File: config.mk
export PLATFORM = sky130hd
export DESIGN_NAME = mult_sequencer
export DESIGN_NICKNAME = d
export VERILOG_FILES = /design/src/rtl/mult_sequencer.sv
export SDC_FILE = /design/constraint.sdc
export NUM_CORES = 1
export LEC_CHECK = 0
export CORE_ASPECT_RATIO = 1.5
export CORE_MARGIN = 3
export CORE_UTILIZATION = 49
export CTS_BUF_LIST = sky130_fd_sc_hd__clkbuf_8
export CTS_CLUSTER_SIZE = 40
export DETAILED_ROUTE_END_ITERATION = 16
export GPL_ROUTABILITY_DRIVEN = 0
export PLACE_DENSITY_LB_ADDON = 0.08
export SYNTH_ARGS = -nofsm -noshare
export SYNTH_HDL_FRONTEND = slang
export SYNTH_SLANG_ARGS = --single-unit
export TNS_END_PERCENT = 5
File: constraint.sdc
create_clock -name clock -period 5.55 [get_ports clock]
set_clock_uncertainty 0.15 [all_clocks]
set_input_delay 1.11 -clock clock [delete_from_list [all_inputs] [get_ports clock]]
set_output_delay 1.11 -clock clock [all_outputs]
set_load 0.02 [all_outputs]
File: src/rtl/mult_sequencer.sv
// mult_sequencer: radix-2 Booth multiply sequencer driving a shared
// combinational ALU. One add/subtract per cycle over ITER cycles produces a
// 64-bit product in {ACC,Q}; the low word is returned along with an overflow
// flag for products that do not fit in 32 signed bits.
//
// State table:
//   IDLE | waiting for ctrl_MULT; result/exception hold the last product
//   RUN  | one Booth step per cycle, ITER cycles total
//   DONE | data_resultRDY high for this one cycle, then back to IDLE
//
// Ports:
//   clock, reset        rising-edge clock, asynchronous active-high reset
//   ctrl_MULT           start pulse, accepted only in IDLE
//   data_operandA/B     signed multiplicand / multiplier, sampled at start
//   data_result         low 32 bits of the product (tracks Q)
//   data_exception      product does not fit in 32 signed bits
//   data_resultRDY      one-cycle completion pulse
//   busy                high while not IDLE
//   alu_operandA/B      ALU inputs (ACC and M during RUN, zero otherwise)
//   alu_opcode          00000 add, 00001 subtract
//   alu_shiftamt        always zero
//   alu_result          ALU sum/difference, same cycle
//   alu_overflow        ALU signed overflow, same cycle
module mult_sequencer #(
  parameter int ITER = 32
) (
  input  logic        clock,
  input  logic        reset,
  input  logic        ctrl_MULT,
  input  logic [31:0] data_operandA,
  input  logic [31:0] data_operandB,
  output logic [31:0] data_result,
  output logic        data_exception,
  output logic        data_resultRDY,
  output logic        busy,
  output logic [31:0] alu_operandA,
  output logic [31:0] alu_operandB,
  output logic [4:0]  alu_opcode,
  output logic [4:0]  alu_shiftamt,
  input  logic [31:0] alu_result,
  input  logic        alu_overflow
);

  localparam int CW = (ITER > 1) ? $clog2(ITER) : 1;

  typedef enum logic [1:0] {
    IDLE = 2'd0,
    RUN  = 2'd1,
    DONE = 2'd2
  } state_t;

  state_t          state_q;
  logic [31:0]     acc_q;
  logic [31:0]     q_q;
  logic [31:0]     m_q;
  logic            qm1_q;
  logic [CW-1:0]   count_q;

  logic            use_alu;
  logic [31:0]     sum_s;
  logic            sign_t;

  // Booth pair 01 adds M, 10 subtracts M; 00/11 keep ACC unchanged.
  assign use_alu = q_q[0] ^ qm1_q;

  always_comb begin
    alu_operandA = 32'd0;
    alu_operandB = 32'd0;
    alu_opcode   = 5'b00000;
    if (state_q == RUN) begin
      alu_operandA = acc_q;
      alu_operandB = m_q;
      if (q_q[0] && !qm1_q) begin
        alu_opcode = 5'b00001;
      end
    end
  end

  assign alu_shiftamt = 5'd0;

  // The shifted-in sign must be the sign of the exact 33-bit sum, which the
  // 32-bit ALU loses on overflow (e.g. ACC - (-2^31)); XOR with overflow
  // recovers it without a wider adder.
  always_comb begin
    sum_s  = acc_q;
    sign_t = acc_q[31];
    if (use_alu) begin
      sum_s  = alu_result;
      sign_t = alu_result[31] ^ alu_overflow;
    end
  end

  always_ff @(posedge clock or posedge reset) begin
    if (reset) begin
      state_q <= IDLE;
      acc_q   <= 32'd0;
      q_q     <= 32'd0;
      m_q     <= 32'd0;
      qm1_q   <= 1'b0;
      count_q <= '0;
    end else begin
      case (state_q)
        IDLE: begin
          if (ctrl_MULT) begin
            m_q     <= data_operandA;
            acc_q   <= 32'd0;
            q_q     <= data_operandB;
            qm1_q   <= 1'b0;
            count_q <= '0;
            state_q <= RUN;
          end
        end
        RUN: begin
          acc_q   <= {sign_t, sum_s[31:1]};
          q_q     <= {sum_s[0], q_q[31:1]};
          qm1_q   <= q_q[0];
          count_q <= count_q + CW'(1);
          if (count_q == CW'(ITER - 1)) begin
            state_q <= DONE;
          end
        end
        DONE: begin
          state_q <= IDLE;
        end
        default: begin
          state_q <= IDLE;
        end
      endcase
    end
  end

  assign data_result    = q_q;
  assign data_exception = (acc_q != {32{q_q[31]}});
  assign data_resultRDY = (state_q == DONE);
  assign busy           = (state_q != IDLE);

endmodule

==> Yosys cells after proc, flatten, opt, wreduce, memory -nomap -nowiden <==
Index checks and enable logic that the tools add are counted.
{ "classes": {"muxes": 17, "n_reduce_logical": 9, "bitwise_logic": 2, "eq_ne": 7, "add_sub_neg": 1} }
{ "ops": {"columns": ["cell", "count"], "rows": [
  ["32-bit 2-to-1 mux", 5],
  ["32-bit one-hot mux with 2 select lines", 2],
  ["32-bit != test", 1],
  ["5-bit one-hot mux with 2 select lines", 1],
  ["2-bit AND reduction", 3],
  ["5-bit by 1-bit adder with 5-bit output, second input constant", 1],
  ["5-bit equality test, second input constant", 1],
  ["5-bit 2-to-1 mux", 1],
  ["1-bit 2-to-1 mux", 4],
  ["2-bit 2-to-1 mux", 2],
  ["2-bit != test, second input constant", 2],
  ["2-bit one-hot mux with 2 select lines", 1],
  ["2-bit nonzero test", 2],
  ["3-bit AND reduction", 1],
  ["2-bit by 1-bit equality test with 1-bit output, second input constant", 1],
  ["2-bit equality test, second input constant", 1],
  ["2-bit zero test", 1],
  ["2-bit by 1-bit != test with 1-bit output, second input constant", 1],
  ["1-bit one-hot mux with 2 select lines", 1],
  ["1-bit bitwise XOR", 2],
  ["1-bit logical AND", 1],
  ["1-bit zero test", 1]
]} }
{ "totals": {"in_bits": 100, "out_inout_bits": 109, "ff_bits": 104, "elab_cells": 43} }

==> Longest topological paths before layout <==
{ "depth": {"word_depth": 4, "depth_mapped": 6, "mapped_depth_nobuf": 5} }

==> Worst setup path after synthesis <==
Ideal clock, no wire load.
{ "synth_path": {"path_type": "register to output", "startpoint": "register q_q[31], in the netlist data_result[31]", "endpoint": "output data_exception", "arrival_ps": 1503, "path_stages_with_launch": 5, "path_buffers": 1, "slack_ps": 2787, "required_time_ps": 4290, "cell_sequence": "dfrtp_1 > buf_6 > nor4_1 > a31oi_1 > or4_1"} }
{ "synth_between": {"elab_chain_len": 1} }
{ "synth_lines": {"columns": ["item", "line", "source"], "rows": [
  ["start, declared", "54", "logic [31:0] q_q;"],
  ["start signal, assigned", "107", "q_q <= data_operandB;"],
  ["start signal, assigned", "115", "q_q <= {sum_s[0], q_q[31:1]};"],
  ["32-bit != test", "133", "assign data_exception = (acc_q != {32{q_q[31]}});"],
  ["end, declared", "33", "output logic data_exception,"]
]} }
Every way passes these cells.

==> Final worst setup path <==
{ "layout_path": {"startpoint": "register state_q[0]", "endpoint": "output alu_operandB[1]"} }
{ "layout_between": {"elab_chain_len": 2} }
{ "layout_lines": {"columns": ["item", "line", "source"], "rows": [
  ["start, declared", "52", "state_t state_q;"],
  ["start signal, assigned", "95", "state_q <= IDLE;"],
  ["start signal, assigned", "110", "state_q <= RUN;"],
  ["start signal, assigned", "119", "state_q <= DONE;"],
  ["2-bit by 1-bit equality test with 1-bit output", "70", "if (state_q == RUN) begin"],
  ["32-bit 2-to-1 mux", "70", null],
  ["end, declared", "37", "output logic [31:0] alu_operandB,"]
]} }
Every way passes these cells.

==> impl_metrics.csv <==
group,metric,value,unit
hold_path,min-delay-start,"m_q[22]",
global_route,grt_pass1_wl,22900,um
finish,drive_gt1_share,3.19,%
finish,final-seq-area,2600,um^2
logic_synthesis,synth-edff-count,0,
logic_synthesis,synth_top_family_by_area,"simple AND/OR/NAND/NOR gates",
power,p_total,4.50,mW
power,max-vdd-ir-drop,300,uV
critical_path,worstPathMaxFanout,73,
floorplan,rows,45,
power,switchingPower,1.95,mW
clock_tree,ctsLongestPathBuffers,2,
finish,multiInputGateArea,2410,um^2
route,first_iter_violations,173,
sta,fmax,251,MHz
global_route,grt_pass1_vias,4684,
floorplan,io_pins,209,
power,p_clk_share,9.2,%
clock_tree,htree_levels,3,
hold_path,hp-class,"flip-flop to flip-flop",
sta,period_minus_slack,3980,ps
finish,area_delta_synth_final,40.7,%
sta,fin_setup_tns,0,ps
sta,maxSlewViolCount,0,
floorplan,die_area,12000,um^2
floorplan,start_util,50.9,%
logic_synthesis,mappedNetlistArea,5250,um^2
global_route,grt-ovfl-total,0,
logic_synthesis,synth-simple-area-share,29.2,%
power,seqPwrFrac,33.2,%
logic_synthesis,yosysUniqueCellTypes,31,
clock_tree,cts-hold-fix-buffers,0,
logic_synthesis,synthAdderAreaFrac,0.716,%
logic_synthesis,synth_compound_area_share,8.56,%
power,powerDensity,609,nW/um^2
finish,layout_commonest_cell,"clkdlybuf4s50_1",
critical_path,rr_worst_depth,5,
sta,setup_violations,0,
route,vias_per_cell,5.17,
critical_path,start_kind,"flip-flop",
route,ant_nets,0,
finish,layout.nets,881,
route,drc,0,
logic_synthesis,yosys_warnings,0,
logic_synthesis,syn_inst,611,
critical_path,startpoint,"state_q[0]",
place,portBuffers,199,
clock_tree,clk_latency,350,ps
place,detailed_place_hpwl,9940,um
logic_synthesis,synthMuxAreaShare,5.92,%
sta,hold_viol_final,0,
critical_path,slowest_stage,"nor2b_4",
global_route,gr-usage-all-layers,23.2,%
power,p_int,2.55,mW
critical_path,critPathMaxStageDelay,1000,ps
global_route,grt_start_max_net_pins,134,
critical_path,worstPathRequired,4290,ps
critical_path,crit_chain,"nor2b_4, and2_1, clkdlybuf4s50_1",
sta,finalCritPeriodShare,71.8,%
finish,diodes,0,
hold_path,min_path_cells,2,
floorplan,fp.dieH,133,um
sta,rsz0062_at_grt,"false",
finish,layout_common_cells,"clkdlybuf4s50_1 (199), nand2_1 (170), dfrtp_1 (104), and2_1 (66), nor2_1 (38)",
critical_path,critPathKind,"flip-flop to output port",
critical_path,r2r_slack,3230,ps
critical_path,r2r-start,"state_q[1]",
logic_synthesis,ys_seq_elements,104,
clock_tree,cts_made_buffers,9,
route,firstDrtPassIters,4,
sta,tightest_slew,1210,ps
floorplan,placeableCoreArea,10300,um^2
critical_path,endpoint_kind,"output port",
clock_tree,postCtsSetupRepairBufs,0,
clock_tree,root_buffer,"clkbuf_8",
critical_path,critPathArrivalTime,2720,ps
hold_path,holdPathEnd,"m_q[22]",
clock_tree,clkTransAtPathRegs,100,ps
clock_tree,cts_tree,"built",
logic_synthesis,synthFlopType,"dfrtp_1",
route,finalWirelength,14000,um
power,leakage,3.26,nW
clock_tree,cts_resized,0,
floorplan,die_width,90.5,um
finish,fillers,819,
route,num_vias,4779,
power,p_sw_share,43.4,%
logic_synthesis,synthXorXnorAreaFrac,0.334,%
logic_synthesis,synth-seq-area-share,49.6,%
job,cap_violations,0,
power,combPwrFrac,57.6,%
logic_synthesis,ys_async_sr_fraction,100,%
sta,slew_headroom,19.3,%
global_route,antenna_found_initial,0,
logic_synthesis,syn_avg_cell_area,8.58,um^2
critical_path,regToRegEndpoint,"count_q[2]",
route,wl_per_cell,15.2,um
clock_tree,cts_sinks,104,
run_status,status,"completed",
==> sequential cells by signal (all words and copies together), names as in the netlist <==
register     cells
qm1_q            1
m_q             32
state_q          2
count_q          5
acc_q           32
data_result     32
==> metal layers <==
| layer | part of all wire, % | global-route usage [%] |
|---|---|---|
| met1 | 40 | 28.0 |
| met2 | 54 | 42.3 |
| met3 | 5.2 | 4.72 |
| met4 | 1.1 | 5.37 |
| met5 | 0 | 0 |
==> cell families (layout without fill, tap and decap cells) <==
logic type,count (synthesis),after routing
AOI/OAI and AO/OA,78,78
DFF,104,104
buffers and inverters,57,221
muxes,31,31
other,1,9
adders and majority gates,3,3
xor gates and xnor gates,2,2
and+or+nand+nor,335,335
==> through the flow <==
stage | cells | hold slack, ps | util [%] | instance area (um^2) | worst slack (ps)
finish | 924 | 326 | 71.6 | 7380 | 1570
global route | 924 | 336 | 71.6 | 7380 | 1370
CTS | 924 | 329 | 71.6 | 7380 | 1530
detailed placement | 908 | 304 | 70.0 | 7220 | 1930
global placement | 908 | 302 | 70.0 | 7220 | 2010
floorplan | 619 | 287 | - | 5280 | 1560
==> power groups by stage <==
stage          sequential [mW]  combinational, mW  clock (mW)
3_5_place_dp              1.50               2.61           0
2_1_floorplan             1.52               1.50           0
4_1_cts                   1.49               2.62       0.422
5_1_grt                   1.55               2.81       0.453
3_3_place_gp              1.48               2.55           0
6_report                  1.49               2.59       0.412
==> synthesized netlist by cell type, drive strengths merged (3+ instances only) <==
master,number,area share [%]
and2,66,7.9
inv,3,0.21
nand4,4,0.48
clkbuf,18,1.3
nor2,38,2.7
nor4,4,0.48
mux2i,31,5.9
nor2b,3,0.36
dfrtp,104,50
a31oi,36,4.3
buf,36,4.1
nand2,172,12
nor3,8,0.86
nand3,36,3.4
o21ai,37,3.5
ha,3,0.72
==> worst max path at each step <==
stage	to	slack, ps	cells past startpoint
floorplan	acc_q[0]	1560	1
global placement	alu_operandA[0]	2010	3
detailed placement	alu_operandB[1]	1930	3
CTS	alu_operandB[1]	1530	3
global route	alu_operandB[11]	1370	3
finish	alu_operandB[1]	1570	3
==> critical path, delay by kind of cell, from the launching register on <==
kind | cells | cell delay (ps)
buffers and inverters | 1 | 600
flip-flops | 1 | 490
AND/OR/NAND/NOR | 2 | 1250
==> area by class of cell <==
| type | instances | share of cell area, % |
|---|---|---|
| clock buffers | 9 | 1.68 |
| well taps | 141 | 2.39 |
| flip-flops and latches | 104 | 35.3 |
| repair buffers | 202 | 27.3 |
| clock inverters | 7 | 0.559 |
| inverters | 3 | 0.186 |
| multi-input cells | 458 | 32.6 |
Power figures use the tool's default switching activity.
